`config.mk`:
```
export PLATFORM = sky130hd
export DESIGN_NAME = tcam_ctrl_flat
export DESIGN_NICKNAME = d
export VERILOG_FILES = /design/src/rtl/tcam_ctrl_if.sv /design/src/rtl/tcam_ctrl.sv /design/src/flat_wrapper.sv
export SDC_FILE = /design/constraint.sdc
export NUM_CORES = 1
export LEC_CHECK = 0
export CAP_MARGIN = 20
export CORE_MARGIN = 5
export CORE_UTILIZATION = 45
export CTS_CLUSTER_DIAMETER = 120
export DETAILED_ROUTE_END_ITERATION = 16
export PLACE_DENSITY = 0.81
export SLEW_MARGIN = 20
export SYNTH_ARGS = -nofsm -noshare
export SYNTH_HDL_FRONTEND = slang
export SYNTH_SLANG_ARGS = --single-unit
```
`constraint.sdc`:
```
create_clock -name clk -period 2.3 [get_ports clk]
set_input_delay 0.46 -clock clk [delete_from_list [all_inputs] [get_ports clk]]
set_output_delay 0.46 -clock clk [all_outputs]
set_load 0.05 [all_outputs]
```
`src/rtl/tcam_ctrl_if.sv`:
```
// Shared TCAM types and the client-facing command/response interface of tcam_ctrl.
// The package comes first so that the interface, the controller and the bench all see one set of types.
package tcam_pkg;
  localparam int TCAM_KEY_WIDTH  = 8;
  localparam int TCAM_KEY_DEPTH  = 6;
  localparam int TCAM_ADDR_WIDTH = $clog2(TCAM_KEY_DEPTH);

  typedef logic [TCAM_KEY_WIDTH-1:0]  cam_key_t;
  typedef logic [TCAM_ADDR_WIDTH-1:0] cam_addr_t;

  typedef enum logic [1:0] {
    OP_SEARCH = 2'd0,
    OP_READ   = 2'd1,
    OP_WRITE  = 2'd2,
    OP_CLEAR  = 2'd3
  } cmd_op_e;

  typedef struct packed {
    logic      addr_vld;
    logic      we;
    cam_addr_t addr;
    cam_key_t  data;
    logic      data_vld;
    cam_key_t  mask;
  } tcam_req_t;

  typedef struct packed {
    logic      addr_vld;
    cam_addr_t addr;
    cam_key_t  data;
  } tcam_resp_t;

  typedef struct packed {
    cmd_op_e   op;
    cam_addr_t addr;
    cam_key_t  data;
    logic      dvld;
    cam_key_t  mask;
  } cmd_t;

  typedef struct packed {
    cmd_op_e   op;
    logic      hit;
    cam_addr_t addr;
    cam_key_t  data;
  } rsp_t;
endpackage

interface tcam_ctrl_if;
  import tcam_pkg::*;

  logic      cmd_valid;
  logic      cmd_ready;
  logic [1:0] cmd_op;
  cam_addr_t cmd_addr;
  cam_key_t  cmd_data;
  logic      cmd_dvld;
  cam_key_t  cmd_mask;

  logic      rsp_valid;
  logic      rsp_ready;
  logic [1:0] rsp_op;
  logic      rsp_hit;
  cam_addr_t rsp_addr;
  cam_key_t  rsp_data;

  modport master (
    output cmd_valid, cmd_op, cmd_addr, cmd_data, cmd_dvld, cmd_mask, rsp_ready,
    input  cmd_ready, rsp_valid, rsp_op, rsp_hit, rsp_addr, rsp_data
  );

  modport slave (
    input  cmd_valid, cmd_op, cmd_addr, cmd_data, cmd_dvld, cmd_mask, rsp_ready,
    output cmd_ready, rsp_valid, rsp_op, rsp_hit, rsp_addr, rsp_data
  );
endinterface

```
`src/rtl/tcam_ctrl.sv`:
```
// Command sequencer in front of a combinational TCAM: one command in flight, one registered
// response per command, and a CLEAR that walks and invalidates every entry.
module tcam_ctrl
  import tcam_pkg::*;
#(
  parameter int KEY_WIDTH  = TCAM_KEY_WIDTH,
  parameter int KEY_DEPTH  = TCAM_KEY_DEPTH,
  parameter int ADDR_WIDTH = $clog2(KEY_DEPTH)
) (
  input  logic             clk,
  input  logic             rst,
  tcam_ctrl_if.slave       bus,
  output logic             busy,
  output tcam_req_t        tcam_req,
  input  tcam_resp_t       tcam_resp
);

  typedef enum logic [1:0] {IDLE, EXEC, CLR, RSP} state_e;

  localparam logic [ADDR_WIDTH-1:0] CLR_LAST = ADDR_WIDTH'(KEY_DEPTH - 1);

  state_e                state_q, state_d;
  cmd_t                  cmd_q, cmd_d;
  rsp_t                  rsp_q, rsp_d;
  logic [ADDR_WIDTH-1:0] clr_cnt_q, clr_cnt_d;
  logic [KEY_WIDTH-1:0]  rd_data;
  logic                  addr_ok;

  // Non-power-of-2 depths leave unused index codes; READ/WRITE to them never reach the TCAM.
  assign addr_ok = int'(cmd_q.addr) < KEY_DEPTH;

  // NOTE: sequential state uses non-blocking assignments only, so every flop samples
  // the pre-edge value of every other flop regardless of statement order.
  always_ff @(posedge clk or posedge rst) begin
    if (rst) begin
      state_q   <= IDLE;
      cmd_q     <= '0;
      rsp_q     <= '0;
      clr_cnt_q <= '0;
    end else begin
      state_q   <= state_d;
      cmd_q     <= cmd_d;
      rsp_q     <= rsp_d;
      clr_cnt_q <= clr_cnt_d;
    end
  end

  // NOTE: every signal written in an always_comb gets a default first; a path that
  // skips an assignment would otherwise infer a latch.
  always_comb begin
    state_d   = state_q;
    cmd_d     = cmd_q;
    rsp_d     = rsp_q;
    clr_cnt_d = clr_cnt_q;
    rd_data   = (cmd_q.op == OP_READ && addr_ok) ? tcam_resp.data : '0;
    unique case (state_q)
      IDLE: begin
        if (bus.cmd_valid) begin
          cmd_d   = '{op:   cmd_op_e'(bus.cmd_op), addr: bus.cmd_addr, data: bus.cmd_data,
                      dvld: bus.cmd_dvld,          mask: bus.cmd_mask};
          state_d = (cmd_op_e'(bus.cmd_op) == OP_CLEAR) ? CLR : EXEC;
        end
      end
      EXEC: begin
        rsp_d.op   = cmd_q.op;
        rsp_d.hit  = (cmd_q.op == OP_SEARCH) && tcam_resp.addr_vld;
        rsp_d.addr = (cmd_q.op == OP_SEARCH) ? tcam_resp.addr : cmd_q.addr;
        rsp_d.data = rd_data;
        state_d    = RSP;
      end
      CLR: begin
        if (clr_cnt_q == CLR_LAST) begin
          clr_cnt_d = '0;
          rsp_d     = '{op: OP_CLEAR, hit: 1'b0, addr: '0, data: '0};
          state_d   = RSP;
        end else begin
          clr_cnt_d = clr_cnt_q + ADDR_WIDTH'(1);
        end
      end
      RSP: begin
        if (bus.rsp_ready) state_d = IDLE;
      end
      default: state_d = IDLE;
    endcase
  end

  always_comb begin
    tcam_req      = '0;
    bus.cmd_ready = (state_q == IDLE);
    bus.rsp_valid = (state_q == RSP);
    busy          = (state_q != IDLE);
    bus.rsp_op    = rsp_q.op;
    bus.rsp_hit   = rsp_q.hit;
    bus.rsp_addr  = rsp_q.addr;
    bus.rsp_data  = rsp_q.data;
    if (state_q == EXEC) begin
      unique case (cmd_q.op)
        OP_SEARCH: begin
          tcam_req.data = cmd_q.data;
          tcam_req.mask = cmd_q.mask;
        end
        OP_READ: begin
          tcam_req.addr_vld = addr_ok;
          tcam_req.addr     = addr_ok ? cmd_q.addr : '0;
        end
        OP_WRITE: begin
          if (addr_ok) begin
            tcam_req.addr_vld = 1'b1;
            tcam_req.we       = 1'b1;
            tcam_req.addr     = cmd_q.addr;
            tcam_req.data     = cmd_q.data;
            tcam_req.data_vld = cmd_q.dvld;
          end
        end
        default: ;
      endcase
    end else if (state_q == CLR) begin
      tcam_req.addr_vld = 1'b1;
      tcam_req.we       = 1'b1;
      tcam_req.addr     = clr_cnt_q;
    end
  end

endmodule

```
`src/flat_wrapper.sv`:
```
// flat-port wrapper written by rule: the top's interface ports become plain ports
module tcam_ctrl_flat import tcam_pkg::*;
#(
  parameter int KEY_WIDTH  = TCAM_KEY_WIDTH,
  parameter int KEY_DEPTH  = TCAM_KEY_DEPTH,
  parameter int ADDR_WIDTH = $clog2(KEY_DEPTH)
)
  (clk, rst, busy, tcam_req, tcam_resp, bus_cmd_valid, bus_cmd_op, bus_cmd_addr, bus_cmd_data, bus_cmd_dvld, bus_cmd_mask, bus_rsp_ready, bus_cmd_ready, bus_rsp_valid, bus_rsp_op, bus_rsp_hit, bus_rsp_addr, bus_rsp_data);
  tcam_ctrl_if bus_i ();
  input  logic clk;
  input  logic rst;
  output logic busy;
  output tcam_req_t tcam_req;
  input  tcam_resp_t tcam_resp;
  input wire logic [$bits(bus_i.cmd_valid)-1:0] bus_cmd_valid;
  input wire logic [$bits(bus_i.cmd_op)-1:0] bus_cmd_op;
  input wire logic [$bits(bus_i.cmd_addr)-1:0] bus_cmd_addr;
  input wire logic [$bits(bus_i.cmd_data)-1:0] bus_cmd_data;
  input wire logic [$bits(bus_i.cmd_dvld)-1:0] bus_cmd_dvld;
  input wire logic [$bits(bus_i.cmd_mask)-1:0] bus_cmd_mask;
  input wire logic [$bits(bus_i.rsp_ready)-1:0] bus_rsp_ready;
  output wire logic [$bits(bus_i.cmd_ready)-1:0] bus_cmd_ready;
  output wire logic [$bits(bus_i.rsp_valid)-1:0] bus_rsp_valid;
  output wire logic [$bits(bus_i.rsp_op)-1:0] bus_rsp_op;
  output wire logic [$bits(bus_i.rsp_hit)-1:0] bus_rsp_hit;
  output wire logic [$bits(bus_i.rsp_addr)-1:0] bus_rsp_addr;
  output wire logic [$bits(bus_i.rsp_data)-1:0] bus_rsp_data;
  assign bus_i.cmd_valid = bus_cmd_valid;
  assign bus_i.cmd_op = bus_cmd_op;
  assign bus_i.cmd_addr = bus_cmd_addr;
  assign bus_i.cmd_data = bus_cmd_data;
  assign bus_i.cmd_dvld = bus_cmd_dvld;
  assign bus_i.cmd_mask = bus_cmd_mask;
  assign bus_i.rsp_ready = bus_rsp_ready;
  assign bus_cmd_ready = bus_i.cmd_ready;
  assign bus_rsp_valid = bus_i.rsp_valid;
  assign bus_rsp_op = bus_i.rsp_op;
  assign bus_rsp_hit = bus_i.rsp_hit;
  assign bus_rsp_addr = bus_i.rsp_addr;
  assign bus_rsp_data = bus_i.rsp_data;
  tcam_ctrl #(.KEY_WIDTH(KEY_WIDTH), .KEY_DEPTH(KEY_DEPTH), .ADDR_WIDTH(ADDR_WIDTH)) u_core (.clk(clk), .rst(rst), .bus(bus_i), .busy(busy), .tcam_req(tcam_req), .tcam_resp(tcam_resp));
endmodule
```
==> impl_results.md <==
* Status: completed
* GPL Wtd Cong at roughly 0.81
* Io pins at just under 80
* Ratio of cells with drive above 1 in the final layout at 32.2%
* Place WS at 0.212 ns
* Syn nets at roughly 220
* Hold Fails Final Rpt at 0
* Average cell area after synthesis at 12.0 um2
* First-pass GRT wire length at 8.17 mm
* EDFF count, synth at 0
* Yosys cell types at 33
* Sink Count at 41
* Clock Latency Late Sink at roughly 0.3 ns
* MaxCap Viol Count at 0
* Maximum clock frequency at 0.448 GHz
* Starting Density at 45.5%
* Total CTS buffers at 5
* Crit share post-route at 97.0%
* R2R cell count at 6
* Rel. slew slack at about two thirds
* Crit path capture type: primary output
* R2R setup slack at 0.47 ns
* Synthesized cell area at 2120 um2
* DRC errors left at 0
* Startpoint Class: register
* Synth area leaders: dfrtp_1, mux2_2, and3_1
* Hold_buf cts at 0
* Clock Path Buffers at 2
* Hold WS at 0.499 ns
* Post-synthesis async set-or-reset flop share at 100%
* # H-tree levels at 2
* # setup viols final at 0
* Pwr/cell area at 1480 nW/um2
* Initial antenna violation count at 0
* Tot GR Track Use at 17.2%
* Syn. warnings at 0
* Skew final at 0.00483 ns
* Detail Route Antenna Nets at 0
* Critical Path Sink: tcam_req[18]
* R2R Path End: u_core.bus.rsp_data[5]$_DFFE_PP0P_
* Syn Inst Count at 177
* Die height at 78.6 um
* Crit Path Class: reg2out
* Area share of the largest cell type after synthesis at 48.4%
* Final Max Tran Viols at 0
* DP HPWL at between 3 and 4 mm
* Sequential share of the synthesized area at between 40% and 50%
* Port Buf Inserts at 76
* Clk slew on worst S/H paths at ~0.08 ns
* Final core occ at 71.7%
* Tightest Pin Transition at 0.516 ns
* Data required, critical path at 1.84 ns
* Root Driver: clkbuf_8
* Core ar. at 4660 um2
* DR vias at ~1600
* Total Wirelength at slightly below 5 mm
* ANT cells at 0
* CP startpoint: u_core.cmd_q[20]$_DFFE_PP0P_
* Via count of the first global-routing pass at around 1700
* Avg WL per Cell at 15.7 um
* Period minus WS final at 2.23 ns
* TritonCTS clock tree: done
* Row cnt at 25
* Nets at 307
* Initial detailed-routing violation count at 83
* First-pass detailed-route iteration total at 4
* Worst R2R Start: u_core.state_q[0]$_DFFE_PP0P_
* Die width at 78.6 um
* Detailed-route vias per instance at 5.09
* Yosys reg bits at 41
* Area grow syn2layout at 57.6%
* CP arrival at 1.77 ns
* GRT overflow at 0
* Largest area contributor in the netlist: dfrtp_1
* Crit Path Max Fanout at 4
* Leak at 1.57 nW
* Hold crit path type: reg2reg
* DIE AREA at around 6200 um2
* Primary FF master, synth: dfrtp_1
* Setup WS post-layout at 0.0682 ns
* Max VDD drop at 0.656 mV
* Pin count of the biggest net entering global routing at between 40 and 50
-- Yosys cell counts (all sizes together) (5+ instances only) --
| cell type | number |
|---|---|
| nand2b | 5 |
| dfrtp | 41 |
| mux2 | 34 |
| nand2 | 10 |
| nor2 | 6 |
| o21ai | 5 |
| buf | 5 |
| and3 | 24 |
| nand3 | 5 |
| inv | 11 |
| ha | 9 |
-- routing by layer --
layer	GRT usage, %	part of all wire (%)	routed length, um	vias up
li1	-	-	-	782
met2	28.8	50	2470	50
met5	0	0	0	-
met3	7.57	9.2	454	10
met4	7.69	2.2	108	0
met1	18.6	39	1930	761
-- kinds of logic (layout without fill, tap and decap cells) --
kind of cell               after synthesis  count (layout)  synth area share [%]
and+or+nand+nor                         57              57                  16.2
buffers and inverters                   19             103                  4.43
xor gates and xnor gates                 1               1                 0.413
AOI/OAI and AO/OA                       14              14                  5.20
adders and majority gates                9               9                  5.31
muxes                                   36              36                  20.1
DFF                                     41              41                  48.4
-- report_power, final --
group | internal [W] | switching, W
registers | 0.00107 | 0.000244
clock network | 0.000353 | 0.000252
logic | 0.00137 | 0.00166
-- registers in the layout, indices dropped and copies added, names as in the netlist --
signal	cells
u_core.cmd_q	22
u_core.bus.rsp_data	8
u_core.bus.rsp_addr	3
u_core.clr_cnt_q	3
u_core.bus.rsp_op	2
u_core.state_q	2
u_core.bus.rsp_hit	1
-- worst max-delay path, cell delays in order, from the launching register on --
cell,delay (ns)
dfrtp_1,0.41
inv_1,0.11
ha_1,0.34
o211a_1,0.15
a32o_1,0.30
buf_12,0.16
-- how the worst min path moves through the flow --
| stage | startpoint | cells past startpoint | slack [ns] | endpoint |
|---|---|---|---|---|
| final | u_core.cmd_q[1]$_DFFE_PP0P_ | 1 | 0.50 | u_core.cmd_q[1]$_DFFE_PP0P_ |
| after global routing | u_core.cmd_q[12]$_DFFE_PP0P_ | 1 | 0.52 | u_core.cmd_q[12]$_DFFE_PP0P_ |
| after CTS | u_core.cmd_q[10]$_DFFE_PP0P_ | 1 | 0.50 | u_core.cmd_q[10]$_DFFE_PP0P_ |
| after detailed placement | u_core.bus.rsp_op[1]$_DFFE_PP0P_ | 1 | 0.48 | u_core.bus.rsp_op[1]$_DFFE_PP0P_ |
| after global placement | u_core.bus.rsp_op[1]$_DFFE_PP0P_ | 1 | 0.48 | u_core.bus.rsp_op[1]$_DFFE_PP0P_ |
| after floorplan | u_core.cmd_q[0]$_DFFE_PP0P_ | 1 | 0.47 | u_core.cmd_q[0]$_DFFE_PP0P_ |
-- through the flow --
step                      cells  total power, W  setup TNS, ns  area, um2
after global placement      305         0.00418              0       3160
after CTS                   313         0.00493              0       3300
after floorplan             177         0.00323              0       2130
final                       315         0.00495              0       3340
after detailed placement    305         0.00427              0       3160
after global routing        315         0.00525     -0.0000803       3340
-- layout by cell type (no fill, tap or decap), drive strengths merged --
cell type and n:
nand4b 1, ha 9, dfrtp 41, o21ai 5, clkinvlp 1, nand2b 5, nand4 1, o211a 1
clkbuf 6, clkdlybuf4s50 52, nor2 6, o22a 2, and2b 1, nand2 10, nor2b 3, buf 32
and3 24, o32ai 1, o41ai 1, xor2 1, mux2 34, nand3 5, inv 10, mux2i 2
a31o 1, bufinv 1, o32a 1, a32o 1, o2111a 1, or2b 1, clkinv 1
-- area by class of cell --
class                   instances  area [um2]
multi-input cells             117        1050
clock inverters                 2        37.5
fillers                       338        1320
flip-flops and latches         41        1030
inverters                      11        41.3
well taps                      54        67.6
repair buffers                 84        1040
clock buffers                   6        82.6
-- repair_timing --
item | CTS | global route
gates cloned | 0 | 0
gates resized for setup | 3 | 4
setup buffers | 0 | 2
pin swaps | 0 | 0
setup endpoints to repair | 14 | 14
Note: power is estimated with default switching activity, not from simulation.
